### config.mk
export PLATFORM = sky130hd
export DESIGN_NAME = serial_adder_16
export DESIGN_NICKNAME = d
export VERILOG_FILES = /design/src/rtl/calc_defs.sv /design/src/rtl/adder_4.sv /design/src/rtl/serial_adder_16.sv
export SDC_FILE = /design/constraint.sdc
export NUM_CORES = 1
export LEC_CHECK = 0
export CAP_MARGIN = 20
export CELL_PAD_IN_SITES_DETAIL_PLACEMENT = 2
export CELL_PAD_IN_SITES_GLOBAL_PLACEMENT = 2
export CORE_MARGIN = 8
export CORE_UTILIZATION = 31
export DETAILED_ROUTE_END_ITERATION = 10
export GPL_ROUTABILITY_DRIVEN = 0
export GPL_TIMING_DRIVEN = 1
export PLACE_DENSITY_LB_ADDON = 0.1
export SLEW_MARGIN = 20
export SYNTH_ARGS = -nofsm -noshare
export SYNTH_HDL_FRONTEND = slang
export SYNTH_HIERARCHICAL = 1
export SYNTH_SLANG_ARGS = --single-unit
### constraint.sdc
create_clock -name clk_in -period 1.74 [get_ports clk_in]
set_input_delay 0.348 -clock clk_in [delete_from_list [all_inputs] [get_ports clk_in]]
set_output_delay 0.348 -clock clk_in [all_outputs]
set_load 0.01 [all_outputs]
### src/rtl/calc_defs.sv
// Shared constants for the calculator blocks: FSM encodings and default slice count.
package calc_defs;

    localparam int NIBBLES_DEFAULT = 4;
    localparam int NIBBLE_W        = 4;

    typedef enum logic [1:0] {
        ST_IDLE = 2'd0,
        ST_RUN  = 2'd1,
        ST_DONE = 2'd2
    } calc_state_t;

endpackage : calc_defs

### src/rtl/adder_4.sv
// 4-bit ripple slice used once per nibble by the serial adder.
module adder_4 (
    input  logic [3:0] a_in,
    input  logic [3:0] b_in,
    input  logic       c_in,
    output logic [3:0] sum_out,
    output logic       c_out
);

    assign {c_out, sum_out} = {1'b0, a_in} + {1'b0, b_in} + {4'b0000, c_in};

endmodule : adder_4

### src/rtl/serial_adder_16.sv
// Nibble-serial add/subtract: one 4-bit slice per clock, result published only on completion.
module serial_adder_16
    import calc_defs::*;
#(
    parameter int NIBBLES = NIBBLES_DEFAULT
) (
    input  logic                   clk_in,
    input  logic                   rst_n_in,
    input  logic                   start_in,
    input  logic                   sub_in,
    input  logic [4*NIBBLES-1:0]   a_in16,
    input  logic [4*NIBBLES-1:0]   b_in16,
    output logic [4*NIBBLES-1:0]   sum_out16,
    output logic                   carry_out,
    output logic                   overflow_out,
    output logic                   busy_out,
    output logic                   done_out
);

    localparam int W     = 4 * NIBBLES;
    localparam int IDX_W = (NIBBLES > 1) ? $clog2(NIBBLES) : 1;
    localparam logic [IDX_W-1:0] LAST_IDX = IDX_W'(NIBBLES - 1);

    calc_state_t      state_q, state_d;
    logic [W-1:0]     a_q, a_d;
    logic [W-1:0]     b_q, b_d;
    logic [W-1:0]     res_q, res_d;
    logic [W-1:0]     sum_q, sum_d;
    logic [IDX_W-1:0] idx_q, idx_d;
    logic             carry_q, carry_d;
    logic             cout_q, cout_d;
    logic             ovf_q, ovf_d;

    logic [3:0]       slice_sum;
    logic             slice_cout;
    logic             top_cin;
    logic [W-1:0]     res_shifted;

    // Operands shift right each cycle so the slice always sees bits [3:0].
    adder_4 u_slice (
        .a_in    (a_q[3:0]),
        .b_in    (b_q[3:0]),
        .c_in    (carry_q),
        .sum_out (slice_sum),
        .c_out   (slice_cout)
    );

    // Carry into the MSB of the slice, recovered from its sum bit.
    assign top_cin     = a_q[3] ^ b_q[3] ^ slice_sum[3];
    assign res_shifted = W'({slice_sum, res_q} >> 4);

    always_comb begin
        state_d = state_q;
        a_d     = a_q;
        b_d     = b_q;
        res_d   = res_q;
        sum_d   = sum_q;
        idx_d   = idx_q;
        carry_d = carry_q;
        cout_d  = cout_q;
        ovf_d   = ovf_q;
        case (state_q)
            ST_IDLE, ST_DONE: begin
                if (start_in) begin
                    a_d     = a_in16;
                    b_d     = sub_in ? ~b_in16 : b_in16;
                    carry_d = sub_in;
                    idx_d   = '0;
                    res_d   = '0;
                    state_d = ST_RUN;
                end else begin
                    state_d = ST_IDLE;
                end
            end
            ST_RUN: begin
                a_d     = a_q >> 4;
                b_d     = b_q >> 4;
                res_d   = res_shifted;
                carry_d = slice_cout;
                if (idx_q == LAST_IDX) begin
                    sum_d   = res_shifted;
                    cout_d  = slice_cout;
                    ovf_d   = top_cin ^ slice_cout;
                    idx_d   = '0;
                    state_d = ST_DONE;
                end else begin
                    idx_d = idx_q + IDX_W'(1);
                end
            end
            default: state_d = ST_IDLE;
        endcase
    end

    always_ff @(posedge clk_in or negedge rst_n_in) begin
        if (!rst_n_in) begin
            state_q <= ST_IDLE;
            a_q     <= '0;
            b_q     <= '0;
            res_q   <= '0;
            sum_q   <= '0;
            idx_q   <= '0;
            carry_q <= 1'b0;
            cout_q  <= 1'b0;
            ovf_q   <= 1'b0;
        end else begin
            state_q <= state_d;
            a_q     <= a_d;
            b_q     <= b_d;
            res_q   <= res_d;
            sum_q   <= sum_d;
            idx_q   <= idx_d;
            carry_q <= carry_d;
            cout_q  <= cout_d;
            ovf_q   <= ovf_d;
        end
    end

    assign sum_out16    = sum_q;
    assign carry_out    = cout_q;
    assign overflow_out = ovf_q;
    assign busy_out     = (state_q == ST_RUN);
    assign done_out     = (state_q == ST_DONE);

endmodule : serial_adder_16

=== Word level (Yosys, flattened, before mapping) ===
Index checks and enable logic that the tools add are counted.

* $add $sub $neg: 3
* Eq/ne operators: 5
* Muxes and demuxes: 15
* Bitwise operators: 4
* Reduce and logical (&&, ||, !) cells: 5

{| class="wikitable"
|+ Operator list
! cell !! count
|-
| $pmux 16 s2 || 3
|-
| $mux 16 || 4
|-
| $not 16->16 || 1
|-
| $pmux 2 s2 || 2
|-
| $mux 2 || 3
|-
| $add 4x4->5 || 1
|-
| $add 5x1->5 || 1
|-
| $eq 2x2->1 const B || 2
|-
| $reduce_and 2->1 || 2
|-
| $xor 1x1->1 || 3
|-
| $add 2x1->2 const B || 1
|-
| $eq 2x1->1 const B || 1
|-
| $logic_not 2->1 || 1
|-
| $mux 1 || 2
|-
| $ne 2x1->1 const B || 1
|-
| $ne 2x2->1 const B || 1
|-
| $pmux 1 s2 || 1
|-
| $reduce_bool 2->1 || 1
|-
| $reduce_or 2->1 || 1
|}

* Register bits: 71
* Bits of input ports: 36
* Output and inout port bits: 20
* Word-level logic and storage cells: 41

=== Depth between registers and ports, before layout ===
Gate-level depths: netlist (run 1).

* Depth in word-level cells: 4
* Mapped depth: 9
* Gate-level depth less buffers: 9

=== By module ===
Netlist (run 1), hierarchy kept.

{| class="wikitable"
|+ By module, submodules not included
! module !! instances !! cells an instance !! area an instance (µm²) !! seq. area each (µm²)
|-
| serial_adder_16 || 1 || 217 || 2781.4 || 1676.6
|-
| adder_4 || 1 || 16 || 143.9 || 0.0
|}

=== Worst setup path before layout (run 1) ===
OpenSTA, ideal clock, no wires.

* Path kind: register to register
* Start point: reg a_q[0]
* End point: reg ovf_q, in the netlist overflow_out
* Setup time: 0.129 ns
* Arrival time: 1.703 ns
* Required time: 1.611 ns
* Setup slack: -0.093 ns
* Cell stages (with the launch flop): 10
* Path buffers: 0
* Clock period less this slack: 1.833 ns
* Cell sequence: dfrtp_1 > fa_1 > inv_1 > fa_1 > nor2b_1 > o21ai_0 > nand2b_1 > xnor2_1 > xnor2_1 > o21ai_0

* Elaborated cells on any way between the ends: 4
* Classes of those cells: add/sub: 2; bitwise: 2

{| class="wikitable"
|+ RTL lines
! element !! line !! RTL
|-
| start, declared || serial_adder_16.sv:25 || <nowiki>logic [W-1:0] a_q, a_d;</nowiki>
|-
| start signal, assigned || serial_adder_16.sv:97 || <nowiki>a_q <= '0;</nowiki>
|-
| start signal, assigned || serial_adder_16.sv:107 || <nowiki>a_q <= a_d;</nowiki>
|-
| $add 4x4->5 || adder_4.sv:10 || <nowiki>assign {c_out, sum_out} = {1'b0, a_in} + {1'b0, b_in} + {4'b0000, c_in};</nowiki>
|-
| $add 5x1->5 || adder_4.sv:10 ||
|-
| named net slice_cout || serial_adder_16.sv:35 || <nowiki>logic slice_cout;</nowiki>
|-
| $xor 1x1->1 || serial_adder_16.sv:83 || <nowiki>ovf_d = top_cin ^ slice_cout;</nowiki>
|-
| end signal, assigned || serial_adder_16.sv:114 || <nowiki>ovf_q <= ovf_d;</nowiki>
|-
| end, declared || serial_adder_16.sv:32 || <nowiki>logic ovf_q, ovf_d;</nowiki>
|}

The timed path passes the listed nets, and every way through them passes these cells.
A chain may end at the register's enable or synchronous reset.

=== Worst setup path after layout (run 1) ===
* Start point: reg a_q[0]
* End point: reg cout_q, in the netlist carry_out

* Longest elaborated chain between the ends: 2

{| class="wikitable"
|+ Ends and longest elaborated chain
! element !! line !! RTL
|-
| $add 4x4->5 || adder_4.sv:10 ||
|-
| $add 5x1->5 || adder_4.sv:10 ||
|-
| named net slice_cout || serial_adder_16.sv:35 ||
|-
| end signal, assigned || serial_adder_16.sv:113 || <nowiki>cout_q <= cout_d;</nowiki>
|-
| end, declared || serial_adder_16.sv:31 || <nowiki>logic cout_q, cout_d;</nowiki>
|}

The timed path passes the listed nets, and every way through them passes these cells.

==> summary.txt, run 1 <==
status = finished, violations left
failing checks = setup timing
Max Clk Rate = 0.540 GHz
cells after synthesis = 233
die footprint = 12800 um^2
Slowest cell on crit path = dfrtp_1
clk slew on worst S/H paths = 70 ps
row count = 35
# hold bufs at CTS = 0
largest net degree at the start of global routing = 68
Worst Path Required = 1950 ps
H-tree Lvls = 3
CTS tree = done
Design Area, Final = 3900 um^2
Die X = 113 um
leading area contributor after synthesis = dfrtp_1
Tot Pwr = 0.00736 W
Avg Cell Area, Syn = 12.6 um^2
PortBufs = 55
number of routed nets with antenna violations = 0
First-pass DRT Iterations = 4
post-synth net total = 275
ranking of synthesized cells by area = dfrtp_1, a22o_1, mux2_2
Total GRT Usage = 11.9%
Leak = 1.78 nW
Critical Path Start = a_q[0]$_DFFE_PN0P_
crit-path most repeated cell = fa_2
Worst slew margin = 43.8%
via count = 2070
crit path cell chain = fa_2 -> inv_2 -> fa_2 -> nor2b_1 -> o21ai_1 -> nand2b_1 -> buf_4 -> mux2_2
post-synth cell types = 27
fraction of layout instances using a drive strength above 1 = 19.5%
initial antenna violation count = 0
PD cells = 1890 nW/um^2
crit path capture type = flip-flop
initial core utilization = 31.8%
initial drt markers = 86
crit-path max FO = 3
Worst path max stage delay = 410 ps
reg-to-reg startpoint = a_q[0]$_DFFE_PN0P_
core area = 9200 um^2
sequential element share of the synthesized area = 57.3%
antenna cells = 0
wirelength, routed = 7230 um
VDD IR max = 0.495 mV
vias in the first global route = 2387
reg2reg path depth = 8
Mapped Area = 2930 um^2
setup violators final = 5
synthesis-to-finish area growth = 33.3%
global-route wire length before repair = 12200 um
flops & latches, synth = 67
Clock Tree Buf Depth = 2
Post-DP Area = 3660 um^2
Ports = 56
Max Cap Viol = 0
fin crit period = 1850 ps
critical path class = reg2reg
grt total ovfl = 0
Clk Latency, worst-skew pair = 330 ps
period utilization = 106%
worst-margin pin slew = 843 ps
final net count = 341
post-route setup slack = -111 ps
Clock Skew = 7.77 ps
RSZ-0062 raised after global routing = yes
crit path DAT = 2060 ps
post-synth top area share = 57.3%
via/cell ratio = 5.00
Hold Crit Class = in2async
Synth warnings = 6
startpoint types = flip-flop
clock buffer count from CTS = 9
WL/cell = 17.5 um
Die Height = 113 um
CTS root buf = clkbuf_8
clock sinks = 67
# DRC = 0
DP HPWL = 4640 um
Slew Limit Fails = 0
Final Hold Viols = 0
logic make-up after synthesis:
logic type / Yosys count / share of synthesized area, %
flip-flops: 67 / 57.3
XOR/XNOR: 21 / 6.29
AO/OA/AOI/OAI: 53 / 15.4
AND/OR/NAND/NOR: 46 / 7.53
adder cells (fa/ha/maj): 6 / 3.08
buffers and inverters: 23 / 3.89
multiplexers: 17 / 6.54
cells in the final DEF, fill, tap and decap left out, types with 2 or more instances in the layout:
cell	synthesis	routed
nand2_1	13	13
a22o_1	22	22
nor2b_1	2	2
nand3_1	12	12
clkdlybuf4s50_1	0	52
clkbuf_1	3	2
a22oi_1	12	12
a221o_1	12	12
xor2_1	4	4
xnor2_1	17	16
dfrtp_1	67	66
fa_2	0	2
ha_1	4	4
nand2b_1	2	2
inv_1	5	4
clkbuf_8	0	11
nor2_1	12	12
buf_12	0	4
mux2_2	17	17
a21o_1	3	3
o21ai_1	0	2
buf_4	4	12
worst paths after layout:
kind | slack [ps] | to
worst max-delay path | -110 | carry_out$_DFFE_PN0P_
min in group clk_in | 500 | res_q[5]$_DFFE_PN0P_
worst min register to register | 500 | res_q[5]$_DFFE_PN0P_
max in group asynchronous | 1390 | state_q[0]$_DFFE_PN0P_
worst min-delay path | 20 | sum_out16[10]$_DFFE_PN0P_
worst max register to register | -110 | carry_out$_DFFE_PN0P_
worst max-delay path: cells and delay by family (launching register included):
family / cells / cell delay [ps]
and+or+nand+nor: 2 / 150
DFF: 1 / 410
adders and majority gates: 2 / 600
buffers and inverters: 2 / 210
muxes: 1 / 250
AOI/OAI and AO/OA: 1 / 110
routing by layer:
layer | vias up | share of wire (%) | global-route usage, %
li1 | 968 | - | -
met1 | 1048 | 48 | 14.7
met2 | 44 | 47 | 19.4
met3 | 10 | 3.5 | 2.77
met4 | 0 | 1.5 | 5.60
met5 | - | 0 | 0
where the power goes:
group / internal (W) / switching [W] / leakage [nW]
registers: 0.00226 / 0.000440 / 0.849
clock network: 0.000733 / 0.000561 / 0.0995
logic: 0.00180 / 0.00158 / 0.828
total: 0.00478 / 0.00258 / 1.78
metrics by stage:
stage / std cells / TNS [ps] / hold WS [ps] / setup WS, ps / util (%)
after floorplan: 233 / -61.9 / 52.4 / -39.1 / -
after global placement: 393 / -7340 / 403 / -227 / 39.8
after detailed placement: 393 / -8700 / 400 / -269 / 39.8
after CTS: 410 / -325 / 32.2 / -143 / 42.1
after global routing: 414 / -1060 / 50.7 / -247 / 42.4
final: 414 / -382 / 24.4 / -111 / 42.4
synthesized netlist by cell type:
master and number:
nor2b_1 2, inv_2 1, clkbuf_1 3, a21oi_2 1
fa_1 2, inv_1 5, a221o_1 12, ha_1 4
mux2_2 17, a21o_1 3, a22o_1 22, nand2b_1 2
nand2b_2 1, o21ai_0 3, buf_2 10, nand3b_1 1
nor2_4 1, nand3_1 12, nand2_1 13, xor2_1 4
a22oi_1 12, nor2b_2 1, buf_4 4, nor2_1 12
xnor2_1 17, nor3_1 1, dfrtp_1 67
sequential cells by signal, indices dropped and copies added, names as in the netlist:
register      flops
a_q              16
b_q              16
sum_out16        16
res_q            12
idx_q             2
state_q           2
carry_out         1
carry_q           1
overflow_out      1
area by class of cell:
type | instances | area (um^2)
fill | 953 | 5300
tap | 111 | 139
timing repair buffer | 71 | 709
multi-input combinational | 144 | 1150
sequential | 67 | 1680
inverter | 6 | 25.0
clock buffer | 13 | 159
clock inverter | 2 | 35.0
timing repair:
item | CTS | global route
setup endpoints to repair | 7 | 39
cloned | 0 | 1
buffers inserted | 2 | 3
resized for setup | 4 | 3
pin swaps | 5 | 2
endpoints found under the hold margin | 0 | 0
No activity file was read; power rests on OpenSTA's default activity.
==> run 2: changes to the inputs <==
--- a/config.mk
+++ b/config.mk
@@ -10,6 +10,7 @@
 export CELL_PAD_IN_SITES_GLOBAL_PLACEMENT = 2
 export CORE_MARGIN = 8
 export CORE_UTILIZATION = 31
+export CTS_CLUSTER_DIAMETER = 80
 export DETAILED_ROUTE_END_ITERATION = 10
 export GPL_ROUTABILITY_DRIVEN = 0
 export GPL_TIMING_DRIVEN = 1
==> results of run 2 <==
No change in the layout: final DEF, timing and power equal those of run 1.
